<file path="src/rtl/mem_stage_ctrl_pkg.sv">
// Shared types and constants for the memory-stage controller.
package mem_stage_ctrl_pkg;

    localparam int unsigned DATA_W = 16;
    localparam int unsigned NREG   = 8;
    localparam int unsigned CW_W   = 8;
    localparam int unsigned MASK_W = NREG;
    localparam int unsigned REG_AW = $clog2(NREG);

    localparam int unsigned CW_MEM_RD = 0;
    localparam int unsigned CW_MEM_WR = 1;
    localparam int unsigned CW_REG_WR = 2;
    localparam int unsigned CW_MULTI  = 3;

    typedef enum logic [1:0] {
        ST_IDLE   = 2'd0,
        ST_ACCESS = 2'd1,
        ST_MULTI  = 2'd2
    } state_e;

    typedef struct packed {
        logic              valid;
        logic [DATA_W-1:0] pc;
        logic [DATA_W-1:0] instr;
        logic [CW_W-1:0]   cw;
        logic [DATA_W-1:0] res;
        logic [REG_AW-1:0] dest;
    } wb_bundle_t;

endpackage

</file>
<file path="src/rtl/mem_stage_ctrl_prio_enc8.sv">
// Lowest-set-bit encoder for LM/SM register selection.
module prio_enc8
    import mem_stage_ctrl_pkg::*;
(
    input  logic [MASK_W-1:0] vec_i,
    output logic [REG_AW-1:0] idx_o,
    output logic              any_o
);

    // Scan downward so the lowest set bit wins.
    always_comb begin
        idx_o = '0;
        for (int i = int'(MASK_W) - 1; i >= 0; i--) begin
            if (vec_i[i]) idx_o = REG_AW'(i);
        end
    end

    assign any_o = |vec_i;

endmodule

</file>
<file path="src/rtl/mem_stage_ctrl.sv">
// Memory-stage controller: single loads/stores and LM/SM sequencing over a req/ack port,
// producing the M2W bundle and the upstream stall.
module mem_stage_ctrl
    import mem_stage_ctrl_pkg::*;
(
    input  logic              clk,
    input  logic              clr_n,
    input  logic [DATA_W-1:0] pc_mem_16,
    input  logic [DATA_W-1:0] instr_mem_16,
    input  logic [CW_W-1:0]   cw_mem_8,
    input  logic [DATA_W-1:0] in_mem_16,
    input  logic [DATA_W-1:0] ra_mem_16,
    input  logic [REG_AW-1:0] dest_mem_3,
    output logic              stall_o,
    output logic [REG_AW-1:0] rf_raddr_3,
    input  logic [DATA_W-1:0] rf_rdata_16,
    output logic              dmem_req,
    output logic              dmem_we,
    output logic [DATA_W-1:0] dmem_addr,
    output logic [DATA_W-1:0] dmem_wdata,
    input  logic [DATA_W-1:0] dmem_rdata,
    input  logic              dmem_ack,
    output logic              valid_wb,
    output logic [DATA_W-1:0] pc_wb_16,
    output logic [DATA_W-1:0] instr_wb_16,
    output logic [CW_W-1:0]   cw_wb_8,
    output logic [DATA_W-1:0] res_wb_16,
    output logic [REG_AW-1:0] dest_wb_3
);

    state_e            state_q, state_d;
    logic [MASK_W-1:0] mask_q, mask_d, mask_cur, mask_rem;
    logic [DATA_W-1:0] cnt_q, cnt_d;
    logic [REG_AW-1:0] cur_idx;
    logic              mask_any;
    logic              mem_op, is_multi;
    wb_bundle_t        wb_q, wb_d;

    logic              req_c, we_c, stall_c;
    logic [DATA_W-1:0] addr_c, wdata_c;
    logic [REG_AW-1:0] raddr_c;

    assign mem_op   = cw_mem_8[CW_MEM_RD] | cw_mem_8[CW_MEM_WR];
    assign is_multi = mem_op & cw_mem_8[CW_MULTI];

    // First LM/SM cycle takes the mask straight from the instruction.
    assign mask_cur = (state_q == ST_MULTI) ? mask_q : instr_mem_16[MASK_W-1:0];
    assign mask_rem = mask_cur & ~(MASK_W'(1) << cur_idx);

    prio_enc8 u_prio (
        .vec_i (mask_cur),
        .idx_o (cur_idx),
        .any_o (mask_any)
    );

    always_ff @(posedge clk or negedge clr_n) begin
        if (!clr_n) begin
            state_q <= ST_IDLE;
            mask_q  <= '0;
            cnt_q   <= '0;
            wb_q    <= '0;
        end else begin
            state_q <= state_d;
            mask_q  <= mask_d;
            cnt_q   <= cnt_d;
            wb_q    <= wb_d;
        end
    end

    always_comb begin
        state_d     = ST_IDLE;
        mask_d      = '0;
        cnt_d       = '0;
        req_c       = 1'b0;
        we_c        = 1'b0;
        addr_c      = '0;
        wdata_c     = '0;
        raddr_c     = '0;
        stall_c     = 1'b0;
        wb_d.valid  = 1'b0;
        wb_d.pc     = pc_mem_16;
        wb_d.instr  = instr_mem_16;
        wb_d.cw     = cw_mem_8;
        wb_d.res    = in_mem_16;
        wb_d.dest   = dest_mem_3;

        if (is_multi) begin
            if (!mask_any) begin
                wb_d.valid           = 1'b1;
                wb_d.cw[CW_REG_WR]   = 1'b0;
            end else begin
                req_c  = 1'b1;
                we_c   = cw_mem_8[CW_MEM_WR];
                addr_c = in_mem_16 + cnt_q;
                if (we_c) begin
                    raddr_c = cur_idx;
                    wdata_c = rf_rdata_16;
                end
                if (dmem_ack) begin
                    if (!we_c) begin
                        wb_d.valid         = 1'b1;
                        wb_d.cw[CW_REG_WR] = 1'b1;
                        wb_d.res           = dmem_rdata;
                        wb_d.dest          = cur_idx;
                    end
                    if (mask_rem != '0) begin
                        state_d = ST_MULTI;
                        mask_d  = mask_rem;
                        cnt_d   = cnt_q + DATA_W'(1);
                        stall_c = 1'b1;
                    end
                end else begin
                    state_d = ST_MULTI;
                    mask_d  = mask_cur;
                    cnt_d   = cnt_q;
                    stall_c = 1'b1;
                end
            end
        end else if (mem_op) begin
            req_c   = 1'b1;
            we_c    = cw_mem_8[CW_MEM_WR];
            addr_c  = in_mem_16;
            wdata_c = ra_mem_16;
            if (dmem_ack) begin
                wb_d.valid = 1'b1;
                wb_d.res   = we_c ? in_mem_16 : dmem_rdata;
            end else begin
                state_d = ST_ACCESS;
                stall_c = 1'b1;
            end
        end else begin
            wb_d.valid = |cw_mem_8;
        end
    end

    // Reset must silence the memory port and stall without waiting for a clock.
    assign dmem_req    = clr_n & req_c;
    assign dmem_we     = clr_n & we_c;
    assign stall_o     = clr_n & stall_c;
    assign dmem_addr   = {DATA_W{clr_n}} & addr_c;
    assign dmem_wdata  = {DATA_W{clr_n}} & wdata_c;
    assign rf_raddr_3  = {REG_AW{clr_n}} & raddr_c;

    assign valid_wb    = wb_q.valid;
    assign pc_wb_16    = wb_q.pc;
    assign instr_wb_16 = wb_q.instr;
    assign cw_wb_8     = wb_q.cw;
    assign res_wb_16   = wb_q.res;
    assign dest_wb_3   = wb_q.dest;

endmodule

</file>
<file path="config.mk">
export PLATFORM = sky130hd
export DESIGN_NAME = mem_stage_ctrl
export DESIGN_NICKNAME = d
export VERILOG_FILES = /design/src/rtl/mem_stage_ctrl_pkg.sv /design/src/rtl/mem_stage_ctrl_prio_enc8.sv /design/src/rtl/mem_stage_ctrl.sv
export SDC_FILE = /design/constraint.sdc
export NUM_CORES = 1
export LEC_CHECK = 0
export ABC_CLOCK_PERIOD_IN_PS = 4300
export BUFFER_PORTS_ARGS = -buffer_cell sky130_fd_sc_hd__buf_2
export CORE_AREA = 5 5 104 106
export CTS_BUF_LIST = sky130_fd_sc_hd__clkbuf_4 sky130_fd_sc_hd__clkbuf_8 sky130_fd_sc_hd__clkbuf_16
export CTS_CLUSTER_SIZE = 28
export DETAILED_ROUTE_END_ITERATION = 6
export DIE_AREA = 0 0 109 111
export PLACE_DENSITY_LB_ADDON = 0.2
export SYNTH_ARGS = -nofsm -noshare
export SYNTH_HDL_FRONTEND = slang
export SYNTH_HIERARCHICAL = 1
export SYNTH_SLANG_ARGS = --single-unit
</file>
<file path="constraint.sdc">
create_clock -name clk -period 4.3 [get_ports clk]
set_input_delay 0.86 -clock clk [delete_from_list [all_inputs] [get_ports clk]]
set_output_delay 0.86 -clock clk [all_outputs]
set_load 0.01 [all_outputs]
</file>
# --- Yosys cells after proc, flatten, opt, wreduce, memory -nomap -nowiden ---
# Index checks and enable logic that the tools add are counted.
classes:
  add_sub_neg: 2
  n_eq_ne: 2
  shift: 1
  n_mux: 63
  bitwise_logic: 10
  n_reduce_logical: 3
op_table:
  columns: ["operator", "n"]
  rows:
  - ["two-way mux 16 bit", 15]
  - ["two-way mux 19 bit", 3]
  - ["two-way mux 8 bit", 5]
  - ["two-way mux 3 bit", 12]
  - ["bitwise AND 16 bit", 2]
  - ["two-way mux 1 bit", 24]
  - ["adder 16 x 1 -> 16 bit, second input constant", 1]
  - ["adder 16 bit", 1]
  - ["OR reduction 8 bit", 2]
  - ["bitwise AND 8 bit", 1]
  - ["two-way mux 2 bit", 4]
  - ["inverter 8 bit", 1]
  - ["nonzero test 8 bit", 1]
  - ["left shift 1 x 3 -> 8 bit, first input constant", 1]
  - ["bitwise AND 1 bit", 4]
  - ["bitwise AND 3 bit", 1]
  - ["!= test 3 bit, second input constant", 1]
  - ["== test 2 bit, second input constant", 1]
  - ["OR 1 bit", 1]
word_totals:
  register_bits: 86
  inputBits: 110
  output_inout_bits: 98
  word_cells: 90

# --- Logic depth before layout (Yosys ltp) ---
# Gate-level depths: netlist (run 1).
depth:
  word_depth: 19
  ltp_mapped: 15
  ltp_nobuf: 12

# --- By module ---
# The synthesis (run 1) kept the hierarchy.
by_module_without_submodules:
  columns: ["mod", "n_inst", "cells_each", "area_each_um2", "seq_area_each_um2"]
  rows:
  - ["mem_stage_ctrl", 1, 460, 4520.6, 2152.1]
  - ["prio_enc8", 1, 13, 81.3, 0.0]

# --- Worst setup path before layout (run 1) ---
# Ideal clock, no wire load.
synth_timing:
  path_type: "in2out"
  from: "in instr_mem_16[4]"
  to: "out stall_o"
  t_arrival_ns: 2.874
  required_time_ns: 3.440
  path_slack_ns: 0.566
  cell_stages: 9
  n_path_buf: 2
  path_cell_list: "mux2_2 -> o41ai_1 -> clkbuf_1 -> nand3b_1 -> a21oi_1 -> o22a_1 -> and2_1 -> buf_6 -> a21oi_1"
synth_via:
  elab_chain_len: 15
  elab_cells_between_ends: 16
  classes_between: "shift: 1; mux: 10; bitwise: 3; reduce/logical: 2"
synth_lines:
  columns: ["item", "line_no", "source"]
  rows:
  - ["from (decl)", "mem_stage_ctrl.sv:9", "input logic [DATA_W-1:0] instr_mem_16,"]
  - ["two-way mux 8 bit", "mem_stage_ctrl.sv:47", "assign mask_cur = (state_q == ST_MULTI) ? mask_q : instr_mem_16[MASK_W-1:0];"]
  - ["two-way mux 3 bit (5 in series)", "mem_stage_ctrl_prio_enc8.sv:14", "if (vec_i[i]) idx_o = REG_AW'(i);"]
  - ["net cur_idx[0]", "mem_stage_ctrl.sv:34", "logic [REG_AW-1:0] cur_idx;"]
  - ["left shift 1 x 3 -> 8 bit", "mem_stage_ctrl.sv:48", "assign mask_rem = mask_cur & ~(MASK_W'(1) << cur_idx);"]
  - ["inverter 8 bit", "mem_stage_ctrl.sv:48", null]
  - ["bitwise AND 8 bit", "mem_stage_ctrl.sv:48", null]
  - ["nonzero test 8 bit", "mem_stage_ctrl.sv:106", "if (mask_rem != '0) begin"]
  - ["two-way mux 1 bit", "mem_stage_ctrl.sv:106", null]
  - ["two-way mux 1 bit", "mem_stage_ctrl.sv:99", "if (dmem_ack) begin"]
  - ["two-way mux 1 bit", "mem_stage_ctrl.sv:88", "if (!mask_any) begin"]
  - ["two-way mux 1 bit", "mem_stage_ctrl.sv:87", "if (is_multi) begin"]
  - ["bitwise AND 1 bit", "mem_stage_ctrl.sv:139", "assign stall_o = clr_n & stall_c;"]
  - ["to (decl)", "mem_stage_ctrl.sv:14", "output logic stall_o,"]
# The timed path passes the listed nets, and every way through them passes these cells.

# --- Worst setup path in the final report (run 1) ---
layout_timing:
  from: "reg state_q[0]"
  to: "out stall_o"
layout_via:
  elab_cells_between_ends: 20
  classes_between: "eq/ne: 1; shift: 1; mux: 13; bitwise: 3; reduce/logical: 2"
layout_lines:
  columns: ["item", "line_no", "source"]
  rows:
  - ["from (decl)", "mem_stage_ctrl.sv:31", "state_e state_q, state_d;"]
  - ["from (signal assigned)", "mem_stage_ctrl.sv:63", "state_q <= state_d;"]
  - ["== test 2 bit", "mem_stage_ctrl.sv:47", null]
  - ["two-way mux 8 bit", "mem_stage_ctrl.sv:47", null]
  - ["net mask_cur[4]", "mem_stage_ctrl.sv:32", "logic [MASK_W-1:0] mask_q, mask_d, mask_cur, mask_rem;"]
  - ["two-way mux 3 bit (5 in series)", "mem_stage_ctrl_prio_enc8.sv:14", null]
  - ["net cur_idx[2]", "mem_stage_ctrl.sv:34", null]
  - ["left shift 1 x 3 -> 8 bit", "mem_stage_ctrl.sv:48", null]
  - ["inverter 8 bit", "mem_stage_ctrl.sv:48", null]
  - ["bitwise AND 8 bit", "mem_stage_ctrl.sv:48", null]
  - ["nonzero test 8 bit", "mem_stage_ctrl.sv:106", null]
  - ["two-way mux 1 bit", "mem_stage_ctrl.sv:106", null]
  - ["two-way mux 1 bit", "mem_stage_ctrl.sv:99", null]
  - ["two-way mux 1 bit", "mem_stage_ctrl.sv:88", null]
  - ["two-way mux 1 bit", "mem_stage_ctrl.sv:87", null]
  - ["bitwise AND 1 bit", "mem_stage_ctrl.sv:139", null]
# The timed path passes the listed nets, and every way through them passes these cells.

==> results of run 1 <==
==> stage by stage <==
stage	area (µm²)	setup WS, ns	total power, µW
finish	6018	0.2433	1778
global route	6018	0.02795	1869
CTS	5987	0.01581	1791
detailed placement	5807	0.3398	1263
global placement	5807	0.4065	1256
floorplan	4602	0.5661	1081
==> cells in the final DEF (no fill, tap or decap), types with 5 or more instances in the layout <==
master and n:
nor3_1 23, mux2_2 23, clkbuf_8 9, o21ai_0 33
nand2b_1 8, and2_1 7, buf_2 206, ha_1 16
dfrtp_1 86, and3_1 7, xor2_1 8, nand3_1 13
nor2_1 50, nand2_1 31, xnor2_1 9, o31ai_1 5
buf_4 17, a21oi_1 41, inv_1 9, a211oi_1 6
==> cell families after synthesis <==
group                    share of synthesized area
adder cells (fa/ha/maj)                    0.04785
XOR/XNOR                                   0.03236
AND/OR/NAND/NOR                             0.1786
AO/OA/AOI/OAI                               0.1770
flip-flops                                  0.4676
buffers and inverters                      0.02936
multiplexers                               0.06716
==> what timing repair did <==
action                     CTS  global route
setup endpoints to repair    0             5
resized for setup            0             2
buffers inserted             0             3
==> final timing paths <==
path | startpoint | endpoint | cells past startpoint
min in group clk | cnt_q[12] | cnt_q[12] | 1
worst max register to register | state_q[0] | cnt_q[11] | 13
worst min register to register | cnt_q[12] | cnt_q[12] | 1
worst min-delay path | clr_n | res_wb_16[2] | 2
max in group asynchronous | clr_n | mask_q[2] | 2
worst max-delay path | state_q[0] | stall_o | 10
==> critical path, cell delays in order, from the launching register on <==
cell and delay, ns:
dfrtp_1 0.41, nor2b_4 0.24, mux2_2 0.43, nor4_2 0.35, and3b_1 0.23, or3b_2 0.44, a21oi_1 0.16, o22a_1 0.20
and2_1 0.15, a21oi_1 0.07, buf_2 0.16
==> registers in the layout (all words and copies together) (netlist names) <==
signal and count:
valid_wb 1, state_q 2, instr_wb_16 16, cnt_q 16
dest_wb_3 3, mask_q 8, res_wb_16 16, pc_wb_16 16
cw_wb_8 8
==> power groups by stage <==
stage                     logic [µW]  registers [µW]  clock network [µW]
after floorplan                  187             894                   0
after global placement           381             875                   0
after detailed placement         387             876                   0
after CTS                        390             860                 541
after global routing             432             865                 572
final                            392             860                 526
==> cell type report <==
| cell class | instances | area [µm²] | area share |
|---|---|---|---|
| multi-input cells | 354 | 2327 | 0.3867 |
| flip-flops and latches | 86 | 2152 | 0.3576 |
| repair buffers | 223 | 1159 | 0.1925 |
| well taps | 133 | 166.4 | 0.02765 |
| clock buffers | 9 | 123.9 | 0.02058 |
| clock inverters | 7 | 56.30 | 0.009356 |
| inverters | 9 | 33.78 | 0.005613 |
==> metal layers <==
metal	up-vias	global-route usage
li1	2123	-
met1	2132	0.2854
met2	221	0.3886
met3	33	0.04950
met4	0	0.08754
met5	-	0
==> impl_results.md, run 1 <==
- Net Sw Frac: 0.3069
- NetSw: between 500 and 600 µW
- # hold bufs at CTS: 0
- Drt wl/cell: approximately 17 µm
- Reg power frac: 0.484
- Area share of the largest cell type after synthesis: 0.4676
- GP Congestion: slightly above 0.9
- Post-layout util: 0.6214
- Static Leak: just over 0.003 µW
- NumNets Final: between 800 and 900
- Post-synth top cells: 86 x dfrtp_1, 50 x nor2_1, 41 x a21oi_1, 33 x o21ai_0, 31 x nand2_1
- Initial antenna violation count: 0
- Layout area overhead: 30.78%
- DP HPWL: roughly 11,000 µm
- Yosys top cell by area: dfrtp_1
- Die area: around 12,000 µm²
- Diode count: 0
- Top cells by area, synth: dfrtp_1 47%, mux2_2 5.6%, a21oi_1 4.5%, ha_1 4.4%, nor2_1 4.1%
- Ys Warns: 6
- Logic pwr share: 0.221
- Drt pass-1 iters: 5
- CP Class: flop to output pin
- Final Hold Slack: between 0.5 and 0.6 ns
- Setup TNS: 0 ns
- Post-synthesis cell type count: 60
- Met3 wire length: between 1000 and 1500 µm
- CTS max path bufs: 2
- Synthesized Nets: 600
- Wire length of the first global-routing pass: 22,190 µm
- Final min period: 4.057 ns
- Skew-Pair Late Insertion Delay: roughly 0.36 ns
- Clock H-tree levels: 3
- CTS tree: yes
- Peak supply drop: ~0.17 mV
- Seq/Total Area, Yosys: 0.4676
- Synthesized instance count: around 470
- Die X: roughly 110 µm
- Top FF cell, synth: dfrtp_1
- Critical Path Source Type: flop
- Max-Cap Viols: 0
- R2R Setup Slk: about 0.90 ns
- Clock buffer count from CTS: 9
- Status: finished, final reports clean
- Slew of the pin with the lowest slew margin: ~1.0 ns
- Synthesized area: between 4000 and 5000 µm²
- Total gr overflow: 0
- Headroom to the max-slew limit: 0.3312
- Post-synth EDFFs: 0
- CTS Sinks: 86
- DR vias/cell: between 5 and 6
- Core Rows: 36
- Met2 WL post-DR: ~6900 µm
- CTS Root Cell: clkbuf_8
- Final setup viols: 0
- Top sig layer: met4
- Largest net degree at the start of global routing: 55
- Tcrit/Tclk final: 0.9434
- Clock transition at path regs: approximately 0.09 ns
- Worst Skew: between 0.008 and 0.009 ns
- Routed Antenna Nets: 0
- Clock power frac: 0.296
- Synthesized area per cell: approximately 9.7 µm²
- Cell Pwr Density: just under 300 nW/µm²
- RSZ-0062 raised after global routing: no
- Critical path endpoint category: output pin
- Register bit total from synthesis: 86
- Share of cells above drive strength 1: 0.3983
- Most frequent cell after synthesis: dfrtp_1
- Die height: around 110 µm
- Core Area: between 9000 and 10,000 µm²
- Hold crit path type: input port to async pin
- Data arrival, critical path: about 3.2 ns
- Vias in the first global route: 4,402
- Routed vias: approximately 4,500
- Fin. Hold Viols: 0
- Cell Count, Final, Fillers Out: approximately 820
- Fin. max-slew vios: 0
- Initial drt markers: approximately 220
- Largest fanout on the critical path: 7
- Fill count: 860
- Ys async rst share: 1.000
- DRC: 0
- Initial Util: 0.4752
- Port buffer count: 207
- Total GRT Usage: 0.2306
- Met1 Wirelength: between 5000 and 6000 µm
- Top-Level Pins: about 210
- Inst Count DP: 802
- CP required: between 3 and 4 ns
- Internal power: 1233 µW
- WL final: roughly 14,000 µm
- Fmax: 246.5 MHz
(Power assumes the default switching activity.)
==> run 2: changes to the inputs <==
--- a/config.mk
+++ b/config.mk
@@ -7,11 +7,11 @@
 export LEC_CHECK = 0
 export ABC_CLOCK_PERIOD_IN_PS = 4300
 export BUFFER_PORTS_ARGS = -buffer_cell sky130_fd_sc_hd__buf_2
-export CORE_AREA = 5 5 104 106
+export CORE_AREA = 5 5 110 101
 export CTS_BUF_LIST = sky130_fd_sc_hd__clkbuf_4 sky130_fd_sc_hd__clkbuf_8 sky130_fd_sc_hd__clkbuf_16
 export CTS_CLUSTER_SIZE = 28
 export DETAILED_ROUTE_END_ITERATION = 6
-export DIE_AREA = 0 0 109 111
+export DIE_AREA = 0 0 115 106
 export PLACE_DENSITY_LB_ADDON = 0.2
 export SYNTH_ARGS = -nofsm -noshare
 export SYNTH_HDL_FRONTEND = slang
==> run 2 against run 1 <==
Effect of this change:
- combinational power about the same
- design area down 0.10%
- cell count down 0.73%
- global-route usage up 1.1 points
- power up 3.0%
- sequential cell count unchanged
- non-clock buffer count down 2
- first-iteration DRC count up 52%
- setup slack worse by 0.020 ns
- largest power group unchanged
- highest routed layer unchanged
==> impl_results.md, run 2 (synthesized netlist as in run 1, its figures left out) <==
- Status: finished, final reports clean
- Total GRT Usage: 0.2419 (+0.01135)
- Slew of the pin with the lowest slew margin: 1.042 ns (+0.04244 ns)
- CTS Sinks: 86 (unchanged)
- Die X: 115 µm (+5.5%)
- Worst Skew: 0.01157 ns (+0.003372 ns)
- Core Area: 9985 µm² (+3.1%)
- Tcrit/Tclk final: 0.9480 (+0.004568)
- Static Leak: 0.003040 µW (-0.16%)
- Placed instance area: 5794 µm² (-0.22%)
- Clock transition at path regs: 0.09 ns (about the same)
- Routed Antenna Nets: 0 (unchanged)
- Drt pass-1 iters: 5 (unchanged)
- DP HPWL: 11,430 µm (+3.5%)
- Commonest non-fill, non-tap cell in the layout: buf_2
- GP Congestion: 0.8899 (-3.6%)
- Cell Pwr Density: 304.7 nW/µm² (+3.1%)
- Reg2reg start: state_q[0]
- Fill count: 906 (+5.3%)
- RSZ-0062 raised after global routing: no
- Fin. max-slew vios: 0 (unchanged)
- Dpl ws: 0.2773 ns (-0.06244 ns)
- CTS Root Cell: clkbuf_8
- Skew-Pair Late Insertion Delay: 0.36 ns (about the same)
- Port buffer count: 207 (unchanged)
- CTS max path bufs: 2 (unchanged)
- CTS tree: yes
- Data arrival, critical path: 3.22 ns (+0.02 ns)
- WL final: 14,810 µm (+3.3%)
- Setup TNS: 0 ns (unchanged)
- Most frequent cells in the layout: 206 x buf_2, 86 x dfrtp_1, 50 x nor2_1
- Core Rows: 35 (-2.8%)
- Critical path endpoint category: output pin
- Die area: 12,190 µm² (+0.75%)
- DRC: 0 (unchanged)
- R2R Setup Slk: 0.85 ns (-0.05 ns)
- Wire length of the first global-routing pass: 23,350 µm (+5.2%)
- CP Class: flop to output pin
- CP required: 3.44 ns (about the same)
- R2R depth: 13 (unchanged)
- Layout area overhead: 30.64%
- Register area: 2152 µm² (unchanged)
- Die height: 106 µm (-4.5%)
- Final Hold Slack: 0.4292 ns (-0.1468 ns)
- Top-Level Pins: 208 (unchanged)
- Final setup viols: 0 (unchanged)
- Clock buffer count from CTS: 9 (unchanged)
- Largest net degree at the start of global routing: 59 (+7.3%)
- Drt wl/cell: 18.17 µm (+4.1%)
- Headroom to the max-slew limit: 0.3028 (-0.02840)
- Fin. Hold Viols: 0 (unchanged)
- Final critical-path setup slack: 0.2237 ns (-0.01964 ns)
- Routed vias: 4,522 (+0.29%)
- Peak supply drop: 0.2173 mV (+28%)
- Max-Cap Viols: 0 (unchanged)
- Share of cells above drive strength 1: 0.3971 (-0.001176)
- FF-to-FF End: cnt_q[11]
- Post-layout util: 0.6021 (-0.01932)
- Vias in the first global route: 4,492 (+2.0%)
- Final min period: 4.076 ns (+0.01964 ns)
- Multi-input gate area: 2323 µm² (-0.16%)
- Critical Path Source Type: flop
- Initial antenna violation count: 1 (+1)
- Layout Cell Area excl Fill: 6012 µm² (-0.10%)
- Worst Setup SP: state_q[0]
- DR vias/cell: 5.548 (+1.0%)
- Clock H-tree levels: 3 (unchanged)
- Initial drt markers: 329 (+52%)
- Fmax: 245.3 MHz (-0.48%)
- Total gr overflow: 0 (unchanged)
- Initial Util: 0.4609 (-0.01429)
- Hold crit path type: input port to async pin
- Largest fanout on the critical path: 8 (+1)
- NumNets Final: 808 (-0.25%)
## run 2: per-layer routing
layer,GRT usage,vias up,wire length [µm]
met4,0.09640,0,430
met1,0.3111,2156,6005
met2,0.3938,214,7130
met3,0.05464,33,1241
li1,-,2119,-
met5,0,-,0
## run 2: power breakdown
part	switching (µW)	internal, µW	total (µW)	leakage (µW)
combinational	226	167	393	0.00189
sequential	12.0	848	860	0.00106
clock	308	270	579	0.0000923
## run 2: what timing repair did
action	4_1_cts	5_1_grt
setup buffers	0	2
hold buffers	0	0
setup endpoints to repair	0	1
gates resized for setup	0	2
hold endpoints to repair	0	0
## run 2: area by class of cell
cell class	count	area share
multi-input cells	354	0.3865
well taps	129	0.02685
diodes	1	0.0004162
repair buffers	221	0.1902
inverters	9	0.005619
flip-flops and latches	86	0.3580
clock inverters	6	0.01186
clock buffers	9	0.02060
## run 2: critical path, cell delays in order (launching register included)
cell      delay (ns)
dfrtp_1         0.38
nor2b_2         0.10
buf_4           0.19
mux2i_2         0.28
inv_1           0.13
inv_1           0.08
a21oi_1         0.07
o41ai_1         0.45
buf_4           0.24
nand2b_1        0.18
nor3_1          0.07
o32a_1          0.20
and2_1          0.18
a21oi_1         0.16
buf_2           0.15
## run 2: through the flow
step                cells  power [µW]
finish                815        1832
global route          815        1912
CTS                   812        1841
detailed placement    797        1267
global placement      797        1259
floorplan             473        1081
## run 2: how the worst max path moves through the flow
stage	to	slack, ns
after CTS	stall_o	0.09
after global placement	stall_o	0.33
after global routing	stall_o	0.01
after floorplan	stall_o	0.57
final	stall_o	0.22
after detailed placement	stall_o	0.28
==> run 3: changes to the inputs <==
--- a/config.mk
+++ b/config.mk
@@ -12,7 +12,8 @@
 export CTS_CLUSTER_SIZE = 28
 export DETAILED_ROUTE_END_ITERATION = 6
 export DIE_AREA = 0 0 115 106
-export PLACE_DENSITY_LB_ADDON = 0.2
+export GPL_ROUTABILITY_DRIVEN = 0
+export PLACE_DENSITY = 0.89
 export SYNTH_ARGS = -nofsm -noshare
 export SYNTH_HDL_FRONTEND = slang
 export SYNTH_HIERARCHICAL = 1
==> run 3 against run 2 <==
Effect of this change:
- maximum frequency is 2.0% lower
- largest power group unchanged
- core utilization is 0.59 points higher
- largest cell class unchanged
- sequential power hardly changed
- highest routed layer unchanged
- critical path type unchanged
==> impl_results.md, run 3 (synthesized netlist as in run 1, its figures left out) <==
- Status: finished, final reports clean
- Fmax: 240.4 MHz (-2.0%)
- DRC: 0 (unchanged)
- Core Rows: 35 (unchanged)
- Clock buffer count from CTS: 9 (unchanged)
- Tcrit/Tclk final: 0.9673 (+0.01929)
- Slowest CP cell: or3b_2
- CTS max path bufs: 2 (unchanged)
- Die X: 115 µm (unchanged)
- R2R Setup Slk: 0.74 ns (-0.11 ns)
- Cell Pwr Density: 318.0 nW/µm² (+4.4%)
- Net Sw Frac: 0.2964 (-0.001937)
- Most frequent CP cell: a21oi_1
- Cell Count, Final, Fillers Out: 816 (+0.12%)
- Headroom to the max-slew limit: 0.07162 (-0.2312)
- Initial antenna violation count: 0 (-1)
- Wire length of the first global-routing pass: 24,070 µm (+3.1%)
- Critical Path Source Type: flop
- Final critical-path setup slack: 0.1408 ns (-0.08293 ns)
- Crit path buffers/inverters: 1 (-4)
- Diode count: 0 (-1)
- Initial drt markers: 512 (+56%)
- CP max stage delay: 0.44 ns (about the same)
- Clock H-tree levels: 3 (unchanged)
- Routed Antenna Nets: 0 (unchanged)
- Static Leak: 0.003072 µW (+1.0%)
- Critical path endpoint category: output pin
- Initial Util: 0.4609 (unchanged)
- Worst Skew: 0.01449 ns (+0.002928 ns)
- Reg power frac: 0.446 (-0.023)
- Fin. Hold Viols: 0 (unchanged)
- Clock transition at path regs: 0.10 ns (about the same)
- # hold bufs at CTS: 0 (unchanged)
- Grt met2 use: 0.4120 (+0.01818)
- Max-Cap Viols: 0 (unchanged)
- Clock power frac: 0.342 (+0.026)
- Inst Count DP: 797 (unchanged)
- NumNets Final: 809 (+0.12%)
- Routed vias: 4,730 (+4.6%)
- Drt pass-1 iters: 5 (unchanged)
- Data arrival, critical path: 3.30 ns (+0.08 ns)
- Die area: 12,190 µm² (unchanged)
- DP HPWL: 11,810 µm (+3.3%)
- Largest net degree at the start of global routing: 44 (-25%)
- Setup TNS: 0 ns (unchanged)
- Peak supply drop: 0.2105 mV (-3.2%)
- Logic pwr share: 0.212 (-0.003)
- Reg2reg start: state_q[0]
- CP Class: flop to output pin
- Dpl ws: 0.2163 ns (-0.06108 ns)
- CTS Root Cell: clkbuf_8
- Skew-Pair Late Insertion Delay: 0.36 ns (about the same)
- Vias in the first global route: 4,614 (+2.7%)
- Layout area overhead: 31.92%
- Crit-path cells: nor2b_4 -> mux2_2 -> nor4_2 -> and3b_2 -> or3b_2 -> a21oi_1 -> o22a_1 -> and2_1 -> a21oi_1 -> buf_2
- CTS Sinks: 86 (unchanged)
- DR vias/cell: 5.797 (+4.5%)
- Final setup viols: 0 (unchanged)
- Met3 Track Usage GR: 0.05236 (-0.002277)
- Die height: 106 µm (unchanged)
- WL final: 15,470 µm (+4.4%)
- Port buffer count: 207 (unchanged)
- RSZ-0062 raised after global routing: no
- Drt wl/cell: 18.95 µm (+4.3%)
- Post-layout util: 0.6080 (+0.005890)
- Internal power: 1358 µW (+5.7%)
- Fin. max-slew vios: 0 (unchanged)
- Total gr overflow: 0 (unchanged)
- Critical path's top delay family: simple AND/OR/NAND/NOR gates
- Met1 global-route usage: 0.3114 (about the same)
- Share of cells above drive strength 1: 0.4017 (+0.004666)
- FF-to-FF End: cnt_q[11]
- Core Area: 9985 µm² (unchanged)
- CTS tree: yes
- GR peak layer: met2
- Final min period: 4.159 ns (+0.08293 ns)
- CP required: 3.44 ns (about the same)
- R2R depth: 11 (-2)
- Slew of the pin with the lowest slew margin: 1.383 ns (+0.3413 ns)
- Hold crit path type: input port to async pin
- NetSw: 572.2 µW (+4.7%)
- Largest fanout on the critical path: 6 (-2)
- Most frequent cells in the layout: 206 x buf_2, 86 x dfrtp_1, 49 x nor2_1
- Fill count: 791 (-13%)
- Total GRT Usage: 0.2479 (+0.006031)
- Top-Level Pins: 208 (unchanged)
- Commonest non-fill, non-tap cell in the layout: buf_2
## run 3: worst max-delay path by stage
stage | to | startpoint | slack [ns] | depth (start not counted)
after floorplan | stall_o | instr_mem_16[4] | 0.57 | 9
after global placement | stall_o | instr_mem_16[4] | 0.35 | 10
after detailed placement | stall_o | instr_mem_16[6] | 0.22 | 11
after CTS | stall_o | state_q[0] | 0.02 | 11
after global routing | stall_o | state_q[0] | 0.04 | 10
final | stall_o | state_q[0] | 0.14 | 10
## run 3: power groups by stage
stage / combinational [µW] / sequential (µW) / clock, µW
3_3_place_gp: 378 / 875 / 0
3_5_place_dp: 393 / 877 / 0
4_1_cts: 397 / 861 / 664
2_1_floorplan: 187 / 894 / 0
5_1_grt: 442 / 866 / 699
6_report: 410 / 861 / 660
## run 3: per-stage QoR
step	total power [µW]	hold slack (ns)	area, µm²
3_3_place_gp	1253	0.5269	5794
6_report	1931	0.3695	6071
5_1_grt	2007	0.3791	6071
2_1_floorplan	1081	0.4995	4602
3_5_place_dp	1270	0.5667	5794
4_1_cts	1922	0.3706	6025
## run 3: layout make-up
type / instances / area [µm²] / share of cell area
inverter: 9 / 33.78 / 0.005565
multi-input combinational: 354 / 2347 / 0.3866
timing repair buffer: 222 / 1151 / 0.1896
tap: 129 / 161.4 / 0.02659
clock inverter: 6 / 93.84 / 0.01546
sequential: 86 / 2152 / 0.3545
clock buffer: 10 / 131.4 / 0.02164
## run 3: routing by layer
metal | vias to the layer above | part of all wire
li1 | 2125 | -
met1 | 2220 | 0.39
met2 | 336 | 0.47
met3 | 49 | 0.099
met4 | 0 | 0.033
met5 | - | 0
## run 3: timing repair
item,4_1_cts,5_1_grt
buffers inserted,0,3
endpoints found under the setup margin,1,1
gates resized for setup,1,6
